`src/rtl/imem_fetch_pkg.sv`:
```
// Shared types and constants for the instruction fetch sequencer.
package imem_fetch_pkg;

  localparam int IMEM_N = 16;
  localparam int IMEM_R = 5;

  localparam logic [IMEM_N-1:0] HALT_WORD = 16'hFFFF;

  typedef enum logic {
    FETCH  = 1'b0,
    HALTED = 1'b1
  } fetch_state_t;

  typedef struct packed {
    logic [IMEM_R-1:0] pc;
    logic [IMEM_N-1:0] instr;
  } fetch_entry_t;

  // The PC is exactly IMEM_R bits wide, so the increment wraps 31 -> 0 on its own.
  function automatic logic [IMEM_R-1:0] pc_next(input logic [IMEM_R-1:0] pc);
    return pc + 1'b1;
  endfunction

endpackage

```
`src/rtl/fetch_fifo.sv`:
```
// Small synchronous FIFO holding fetched {pc, instr} entries between imem and decode.
module fetch_fifo
  import imem_fetch_pkg::*;
#(
  parameter int DEPTH = 2
) (
  input  logic                   clk,
  input  logic                   rst_n,
  input  logic                   i_push,
  input  logic                   i_pop,
  input  logic                   i_flush,
  input  fetch_entry_t           i_data,
  output logic [$clog2(DEPTH):0] o_count,
  output fetch_entry_t           o_head,
  output logic                   o_full,
  output logic                   o_empty
);

  localparam int AW = $clog2(DEPTH);
  localparam logic [AW:0] FULL_COUNT = (AW+1)'(DEPTH);

  fetch_entry_t   r_mem [DEPTH];
  logic [AW-1:0]  r_head;
  logic [AW-1:0]  r_tail;
  logic [AW:0]    r_count;
  logic           w_pop_ok;
  logic           w_push_ok;

  assign w_pop_ok  = i_pop && (r_count != '0);
  assign w_push_ok = i_push && ((r_count != FULL_COUNT) || w_pop_ok);

  // Pointer and occupancy bookkeeping; a flush empties the FIFO regardless of push/pop.
  always_ff @(posedge clk or negedge rst_n) begin
    if (!rst_n) begin
      r_head  <= '0;
      r_tail  <= '0;
      r_count <= '0;
    end else if (i_flush) begin
      r_head  <= '0;
      r_tail  <= '0;
      r_count <= '0;
    end else begin
      if (w_push_ok) begin
        r_tail <= r_tail + 1'b1;
      end
      if (w_pop_ok) begin
        r_head <= r_head + 1'b1;
      end
      if (w_push_ok && !w_pop_ok) begin
        r_count <= r_count + 1'b1;
      end else if (w_pop_ok && !w_push_ok) begin
        r_count <= r_count - 1'b1;
      end
    end
  end

  // Entry storage needs no reset: the head is only looked at while the count is nonzero.
  always_ff @(posedge clk) begin
    if (w_push_ok && !i_flush) begin
      r_mem[r_tail] <= i_data;
    end
  end

  assign o_head  = r_mem[r_head];
  assign o_count = r_count;
  assign o_empty = (r_count == '0);
  assign o_full  = (r_count == FULL_COUNT);

endmodule

```
`src/rtl/imem_fetch_ctrl.sv`:
```
// Fetch sequencer: owns the PC, feeds the fetch buffer, handles redirects and HALT.
module imem_fetch_ctrl
  import imem_fetch_pkg::*;
#(
  parameter int          N        = IMEM_N,
  parameter int          R        = IMEM_R,
  parameter int          DEPTH    = 2,
  parameter logic [R-1:0] RESET_PC = '0
) (
  input  logic         clk,
  input  logic         rst_n,
  input  logic         i_en,
  output logic [R-1:0] o_imem_addr,
  input  logic [N-1:0] i_imem_rdata,
  input  logic         i_redirect_valid,
  input  logic [R-1:0] i_redirect_pc,
  output logic         o_instr_valid,
  output logic [N-1:0] o_instr,
  output logic [R-1:0] o_instr_pc,
  input  logic         i_instr_ready,
  output logic         o_halted
);

  fetch_state_t            r_state;
  fetch_state_t            w_state_next;
  logic [R-1:0]            r_pc;
  logic [R-1:0]            w_pc_next;
  logic                    w_dequeue;
  logic                    w_enqueue;
  logic                    w_is_halt;
  logic                    w_full;
  logic                    w_empty;
  logic [$clog2(DEPTH):0]  w_count;
  fetch_entry_t            w_push_entry;
  fetch_entry_t            w_head;

  assign w_push_entry.pc    = r_pc;
  assign w_push_entry.instr = i_imem_rdata;

  assign w_is_halt = (i_imem_rdata == HALT_WORD);
  assign w_dequeue = o_instr_valid && i_instr_ready;

  // A redirect suppresses any enqueue that cycle; a full buffer only accepts when decode drains it.
  assign w_enqueue = !i_redirect_valid && (r_state == FETCH) && i_en &&
                     (!w_full || w_dequeue);

  fetch_fifo #(
    .DEPTH (DEPTH)
  ) u_fifo (
    .clk     (clk),
    .rst_n   (rst_n),
    .i_push  (w_enqueue),
    .i_pop   (w_dequeue),
    .i_flush (i_redirect_valid),
    .i_data  (w_push_entry),
    .o_count (w_count),
    .o_head  (w_head),
    .o_full  (w_full),
    .o_empty (w_empty)
  );

  // State and PC registers.
  always_ff @(posedge clk or negedge rst_n) begin
    if (!rst_n) begin
      r_state <= FETCH;
      r_pc    <= RESET_PC;
    end else begin
      r_state <= w_state_next;
      r_pc    <= w_pc_next;
    end
  end

  // Next state/PC: redirect wins; a HALT word is captured but freezes the PC.
  always_comb begin
    w_state_next = r_state;
    w_pc_next    = r_pc;
    if (i_redirect_valid) begin
      w_state_next = FETCH;
      w_pc_next    = i_redirect_pc;
    end else if (w_enqueue) begin
      if (w_is_halt) begin
        w_state_next = HALTED;
      end else begin
        w_pc_next = pc_next(r_pc);
      end
    end
  end

  assign o_imem_addr   = r_pc;
  assign o_halted      = (r_state == HALTED);
  assign o_instr_valid = (w_count != '0);
  assign o_instr       = w_empty ? '0 : w_head.instr;
  assign o_instr_pc    = w_empty ? '0 : w_head.pc;

endmodule

```
`config.mk`:
```
export PLATFORM = sky130hd
export DESIGN_NAME = imem_fetch_ctrl
export DESIGN_NICKNAME = d
export VERILOG_FILES = /design/src/rtl/imem_fetch_pkg.sv /design/src/rtl/fetch_fifo.sv /design/src/rtl/imem_fetch_ctrl.sv
export SDC_FILE = /design/constraint.sdc
export NUM_CORES = 1
export LEC_CHECK = 0
export CAP_MARGIN = 0
export CORE_AREA = 5 5 82 103
export CTS_CLUSTER_SIZE = 12
export DETAILED_ROUTE_END_ITERATION = 10
export DIE_AREA = 0 0 87 108
export PLACE_DENSITY_LB_ADDON = 0.05
export SLEW_MARGIN = 20
export SYNTH_ARGS = -nofsm -noshare
export SYNTH_HDL_FRONTEND = slang
export SYNTH_SLANG_ARGS = --single-unit
```
`constraint.sdc`:
```
create_clock -name clk -period 5.2 [get_ports clk]
set_clock_uncertainty 0.2 [all_clocks]
set_input_delay 1.3 -clock clk [delete_from_list [all_inputs] [get_ports clk]]
set_output_delay 1.3 -clock clk [all_outputs]
set_load 0.02 [all_outputs]
```
==> results of run 1 <==
-- cells by family after synthesis --
kind of cell,share of synthesized area (%)
simple gates,12.8
flops,69.8
mux,10.2
compound gates,3.64
buf+inv,1.79
xor+xnor,1.21
fa+ha+maj,0.578
-- per-stage QoR --
stage,cells,hold WS (ns),utilization [%],setup WS (ns)
5_1_grt,304,0.380,39.6,1.09
3_3_place_gp,296,0.318,38.3,1.31
6_report,304,0.335,39.6,1.24
2_1_floorplan,156,0.324,-,1.80
3_5_place_dp,296,0.322,38.3,1.22
4_1_cts,304,0.349,39.6,1.19
-- power by group --
group | switching, W | internal (W)
Sequential | 0.0000196 | 0.000473
Combinational | 0.0000742 | 0.0000749
Clock | 0.000131 | 0.0000959
Total | 0.000225 | 0.000643
-- cell usage after synthesis (all sizes together) --
master	count	share of area (%)
a21oi	2	0.46
a31oi	2	0.58
nand2	3	0.52
o21ai	1	0.23
or3	1	0.29
a221o	2	0.92
inv	3	0.52
ha	1	0.58
buf	1	0.23
nor3	4	0.92
clkbuf	6	1.0
and2	1	0.29
nand3	3	0.69
or4	3	1.0
xnor2	2	0.81
o31ai	2	0.69
edfxtp	42	58
nor3b	2	0.69
nand4	4	1.2
nand2b	2	0.58
dfrtp	10	12
a211oi	1	0.35
and3	1	0.29
nor2b	2	0.58
mux2i	22	10
xor2	1	0.40
nor2	30	5.2
o311ai	1	0.40
nor4	1	0.58
-- worst max-delay path: cells and delay by family (launching register included) --
| kind | cells | cell delay (ns) |
|---|---|---|
| AND/OR/NAND/NOR | 1 | 0.05 |
| buffers and inverters | 2 | 0.90 |
| flip-flops | 1 | 1.00 |
| multiplexers | 1 | 0.19 |
-- area by class of cell --
class | count | area (um2)
Fill cell | 699 | 4420
Multi-Input combinational cell | 94 | 621
Clock inverter | 2 | 16.3
Inverter | 3 | 11.3
Tap cell | 92 | 115
Timing Repair Buffer | 55 | 546
Sequential cell | 52 | 1510
Clock buffer | 6 | 72.6
-- sequential cells by signal, summed over array words and instances (netlist names) --
| register | cells |
|---|---|
| u_fifo.r_mem | 42 |
| o_imem_addr | 5 |
| u_fifo.o_count | 2 |
| o_halted | 1 |
| u_fifo.r_head | 1 |
| u_fifo.r_tail | 1 |
-- worst max-delay path by stage --
stage	startpoint	end	slack, ns
global route	u_fifo.r_head	o_instr[0]	1.09
floorplan	i_en	u_fifo.r_mem[0][0]	1.80
CTS	u_fifo.r_head	o_instr[1]	1.19
global placement	i_redirect_valid	u_fifo.r_mem[1][9]	1.31
detailed placement	i_redirect_valid	u_fifo.r_mem[1][11]	1.22
finish	u_fifo.r_head	o_instr[7]	1.24
-- layer usage --
metal	global-route usage [%]	wire (um)	up-vias
met5	0	0	-
met4	3.79	61	0
met3	2.90	292	7
met2	18.1	2370	40
met1	13.2	2040	687
li1	-	-	685
==> flow_summary.yaml, run 1 <==
synth:
  ys_ff_latch: 52
  synthesis.nets: 183
  yosysWarnings: 0
  yosysUniqueCellTypes: 29
  syn_avg_cell_area_um2: 13.9
  syn_area_um2: 2170
  seq_area_frac_synth_pct: 69.8
  postSynthCellCount: 156
setup_path:
  start_kind: "flip-flop"
  worstReg2RegStart: "u_fifo.o_count[1]"
  rr_worst_depth: 3
  arrival_ns: 2.46
  slowest_stage: "dfrtp_1"
  critPathRequiredTime_ns: 3.70
  r2r_end: "u_fifo.r_mem[1][18]"
  path_max_fanout: 17
  cp_slowest_stage_delay_ns: 1.00
  cp_cell_sequence: "buf_4 -> mux2i_1 -> nor2_1 -> clkdlybuf4s50_1"
  crit_path_end_kind: "primary output"
  rrSetupSlack_ns: 2.67
  critPathKind: "reg -> out"
timing:
  period_share_pct: 76.1
  final-hold-violation-count: 0
  slew_violations: 0
  rsz0062_at_grt: "no"
  period_needed_ns: 3.96
  setup_violations: 0
  relSlewSlack_pct: 29.9
  worst_pin_slew_ns: 1.05
  setup_tns_ns: 0
  max_freq_mhz: 253
floorplanning:
  ios: 54
  die_w_um: 87
  rows: 35
  fp.dieArea_um2: 9400
  die_y_um: 108
  core_um2: 7310
  initial_utilization_pct: 29.6
route:
  antenna_left: 0
  via_count: 1419
  first_pass_iters: 4
  drc_errors: 0
  first_iter_violations: 74
  wl_mm: 4.77
  detail_route.wl_per_cell_um: 15.7
  vias_per_cell: 4.67
global_routing:
  grt_antenna_before_repair: 0
  grt_first_pass_wirelength_mm: 7.78
  grt_max_degree: 23
  grt_overflow: 0
  gr-usage-all-layers_pct: 10.8
  grt_pass1_vias: 1551
pwr:
  power_density_nw_per_um2: 300
  total_power_w: 0.000868
  vdd_drop_max_v: 0.000111
  cellLeakagePower_nw: 0.966
cts:
  h-tree-depth: 2
  cts_resized: 0
  root_buffer: "clkbuf_8"
  path_clk_slew_ns: 0.09
  cts_hold_buffers: 0
  insertion_delay_ns: 0.30
  cts.sinks: 52
  post_cts_buffers: 0
  cts_tree: "done"
  cts_buffers: 5
  clk_path_buf_depth: 2
run:
  max-cap-violations: 0
placement:
  gp_congestion: 0.778
  hpwl_mm: 3.33
  portBuffers: 53
  dpl_cell_area_um2: 2800
finish:
  design_area_um2: 2890
  drive_gt1_share_pct: 5.66
  n_antenna_cell: 0
  layout_common_cells: "clkdlybuf4s50_1, edfxtp_1, nor2_1"
  syn2layout_area_growth_pct: 33.6
  final_common_cell: "clkdlybuf4s50_1"
  finalNetCount: 238
min_path:
  hold_class: "reg -> reg"
  whs_path_depth: 2
  hp-start: "o_halted"
  hold_end: "o_halted"
status:
  outcome: "finished, final reports clean"
Power figures use the tool's default switching activity.
==> run 2: changes to the inputs <==
- clock period: 5.2 -> 3.4 ns (I/O delays scaled with it)
==> flow_summary.yaml, run 2 (synthesis gave the netlist of run 1 again) <==
global_routing:
  gr-usage-all-layers_pct: 10.4
  top_usage_layer: "met2"
  grt_first_pass_wirelength_mm: 7.48
  grt_pass1_vias: 1500
  grt_max_degree: 23
  grt_overflow: 0
  grt.met3_usage_pct: 2.90
  use_met1_pct: 11.6
  grtUsageMet2_pct: 18.7
  grt_antenna_before_repair: 0
min_path:
  hold_class: "reg -> reg"
timing:
  setup_violations: 0
  setup_tns_ns: 0
  rsz0062_at_grt: "no"
  worst_pin_slew_ns: 0.498
  period_needed_ns: 3.00
  slew_violations: 0
  final-hold-violation-count: 0
  max_freq_mhz: 334
  relSlewSlack_pct: 66.7
  period_share_pct: 88.1
finish:
  drive_gt1_share_pct: 6.94
  syn2layout_area_growth_pct: 34.7
  design_area_um2: 2920
  largest_reg_flops: 42
  layout_common_cells: "clkdlybuf4s50_1, edfxtp_1, nor2_1"
  finalNetCount: 243
  final_common_cell: "clkdlybuf4s50_1"
  n_antenna_cell: 0
  top_register: "u_fifo.r_mem"
  fin_cells: 308
placement:
  dpl.cell_count: 301
  hpwl_mm: 3.23
  gp_congestion: 0.742
  dpl_cell_area_um2: 2840
  portBuffers: 53
cts:
  root_buffer: "clkbuf_8"
  h-tree-depth: 2
  path_clk_slew_ns: 0.09
  clk_path_buf_depth: 2
  post_cts_buffers: 0
  cts.sinks: 52
  cts_resized: 0
  cts_hold_buffers: 0
  cts_tree: "done"
  insertion_delay_ns: 0.29
  cts_buffers: 5
setup_path:
  path_max_fanout: 21
  arrival_ns: 1.95
  cp_slowest_stage_delay_ns: 0.62
  worst-path-buf-inv: 2
  critPathKind: "reg -> out"
  cp_cell_sequence: "buf_4 -> mux2i_1 -> nor2_1 -> clkdlybuf4s50_1"
  start_kind: "flip-flop"
  critPathRequiredTime_ns: 2.35
  crit_family: "buffers and inverters"
  crit_path_end_kind: "primary output"
  slowest_stage: "clkdlybuf4s50_1"
route:
  antenna_left: 0
  detail_route.wl_per_cell_um: 14.7
  drc_errors: 0
  first_iter_violations: 51
  via_count: 1411
  wl_mm: 4.52
  vias_per_cell: 4.58
  first_pass_iters: 4
floorplanning:
  initial_utilization_pct: 29.6
  core_um2: 7310
  ios: 54
  die_w_um: 87
  die_y_um: 108
  fp.dieArea_um2: 9400
  rows: 35
pwr:
  cellLeakagePower_nw: 0.989
  vdd_drop_max_v: 0.000158
  power_density_nw_per_um2: 444
status:
  outcome: "finished, final reports clean"
run:
  max-cap-violations: 0
[run 2: path summary, 6_finish.rpt]
path / start / slack, ns / cells past startpoint / to
setup / recovery: u_fifo.r_head / 0.40 / 4 / o_instr_pc[3]
hold / removal: o_halted / 0.33 / 2 / o_halted
setup reg to reg: u_fifo.o_count[1] / 1.29 / 4 / o_imem_addr[3]
hold reg to reg: o_halted / 0.33 / 2 / o_halted
max in group asynchronous: rst_n / 1.97 / 1 / o_imem_addr[3]
min in group asynchronous: rst_n / 0.68 / 1 / u_fifo.o_count[1]
[run 2: through the flow]
step	worst slack (ns)	hold WS, ns	util, %	power (W)
6_report	0.404	0.328	39.9	0.00129
5_1_grt	0.287	0.384	39.9	0.00137
4_1_cts	0.361	0.340	39.9	0.00132
3_5_place_dp	0.402	0.304	38.9	0.00100
3_3_place_gp	0.457	0.329	38.9	0.000998
2_1_floorplan	0.453	0.324	-	0.000875
[run 2: worst min-delay path: cells and delay by family (launching register included)]
family	cells	cell delay, ns
compound gates	1	0.05
flops	1	0.36
simple gates	1	0.08
[run 2: layout make-up]
cell class                 count  area, um2
timing repair buffer          60        583
tap                           92        115
clock inverter                 2       7.51
multi-input combinational     94        621
inverter                       3       11.3
fill                         685       4400
sequential                    52       1510
clock buffer                   5       68.8
[run 2: per-layer routing]
metal  routed length, um  part of all wire, %
met1                1890                   42
met2                2320                   51
met3                 249                  5.5
met4                  64                  1.4
met5                   0                    0
[run 2: power by group]
group	internal [W]	leakage [nW]	switching, W
clock	0.000136	0.0391	0.000177
sequential	0.000723	0.511	0.0000197
combinational	0.000117	0.439	0.000122
==> RTL edit: new RTL, flow settings as in run 1 <==
Set the package constant `IMEM_N` to 32 (it was 16).
--- a/src/rtl/imem_fetch_pkg.sv
+++ b/src/rtl/imem_fetch_pkg.sv
@@ -3,3 +3,3 @@
 
-  localparam int IMEM_N = 16;
+  localparam int IMEM_N = 32;
   localparam int IMEM_R = 5;
Ports: changed (resized i_imem_rdata and o_instr); port bits go from 54 to 86. The function was not compared with the original's and may differ.
==> RTL edit against run 1 <==
Sequential cell count rose by 32. Via count rose by 54%. Total power rose by 67%. Wire length rose by 50%. Largest cell class unchanged. Worst hold slack improved by 44 ps. Design area rose by 59%. Utilization rose by 23 points. Global-route usage rose by 5.5 points. Synthesized cell count rose by 52%. Synthesized area rose by 59%. Sequential share of layout area rose by 1.5 points. Worst setup slack improved by 140 ps.
==> RTL edit: results (changes against run 1) <==
hold_ws_ps: 379  # was 335 ps
reg2reg_slack_ps: 2620  # was 2670 ps
hpwl_microns: 4780  # was 3330 microns
dp.cells: 405  # was 296
multi_input_area_share_pct: 20.3  # was 21.5%
synthArstFlopShare_pct: 11.9  # was 19.2%
final.clkbuf_count: 11  # was 6
fin_util_pct: 62.9  # was 39.6%
cts_made_buffers: 9  # was 5
grt_usage_pct: 16.3  # was 10.8%
place_area_sq_mm: 0.00441  # was 0.00280 sq mm
cellLeakagePower_uw: 0.00154  # was 0.000966 uW
min_from: "o_imem_addr[3]$_DFFE_PN0P_"  # was o_halted$_DFFE_PN0P_
nNonClkBuffers: 87  # was 55
inverters_excl_clock: 5  # was 3
yosysSeqAreaShare_pct: 71.6  # was 69.8%
cp-end-kind: "flip-flop"  # was output port
synth_seq_cells: 84  # was 52
cts_max_level: 3  # was 2
io_buffer_count: 85  # was 53
grt_max_degree: 39  # was 23
clock_cell_area_share_pct: 4.21  # was 3.07%
maxSlewHeadroom_pct: 38.4  # was 29.9%
hold_path_class: "flip-flop to flip-flop"  # unchanged
syn-num-nets: 280  # was 183
routabilityCongestion: 0.797  # was 0.778
crit_start: "i_redirect_valid"  # was u_fifo.r_head$_DFFE_PN0P_
peakVddDrop_mv: 0.196  # was 0.111 mV
outcome: "completed"  # unchanged
synth_cell_types: 34  # was 29
rr_endpoint: "u_fifo.r_mem[1][35]$_DFFE_PP_"  # was u_fifo.r_mem[1][18]$_DFFE_PP_
avgSynthCellArea_sq_um: 14.6  # was 13.9 sq um
crit_slowest_cell: "and2_2"  # was dfrtp_1
synthTopCellsByArea: "edfxtp_1 64%, mux2i_1 11%, dfrtp_1 7.2%"  # was edfxtp_1 58%, dfrtp_1 12%, mux2i_1 10%
synth_edf_count: 74  # was 42
arrival_ps: 3590  # was 2460 ps
largest_register_ffs: 74  # was 42
multi_input_cells: 137  # was 94
grt_pass1_wl_microns: 11500  # was 7780 microns
drive_above_1_share_pct: 6.38  # was 5.66%
wirelength_microns: 7150  # was 4770 microns
clkLatencyLatePin_ps: 350  # was 300 ps
vias_per_cell: 5.18  # was 4.67
crit_fanout: 37  # was 17
fillers: 587  # was 699
fin_crit_ps: 3820  # was 3960 ps
drt_iter0_drc: 132  # was 74
hold_depth: 0  # was 2
layout.nonclk_buf_share_pct: 18.8  # was 18.9%
area.sequential_sq_mm: 0.00248  # was 0.00151 sq mm
max_stage_delay_ps: 860  # was 1000 ps
synthTopCellsByCount: "74 x edfxtp_1, 46 x nor2_1, 37 x mux2i_1"  # was 42 x edfxtp_1, 30 x nor2_1, 22 x mux2i_1
-- RTL edit: power by group --
group	total, uW	switching, uW	internal, uW	leakage [uW]
Sequential	796	28.0	768	0.000805
Combinational	208	103	105	0.000647
Clock	450	226	224	0.0000897
Total	1450	357	1100	0.00154
-- RTL edit: cells by family after synthesis --
logic type,synth area share [%]
flip-flops,71.6
AND/OR/NAND/NOR,11.1
multiplexers,10.7
AO/OA/AOI/OAI,3.84
buffers and inverters,1.88
XOR/XNOR,0.508
adder cells (fa/ha/maj),0.362
-- RTL edit: metal layers --
metal	up-vias	GRT usage (%)	routed length [microns]
met1	1041	19.6	2900
li1	1063	-	-
met5	-	0	0
met2	67	26.8	3670
met3	8	5.34	494
met4	0	6.68	92
-- RTL edit: worst reg2reg max path, delay by kind of cell, from the launching register on --
| kind | cells | cell delay [ps] |
|---|---|---|
| flops | 1 | 440 |
| simple gates | 3 | 1540 |
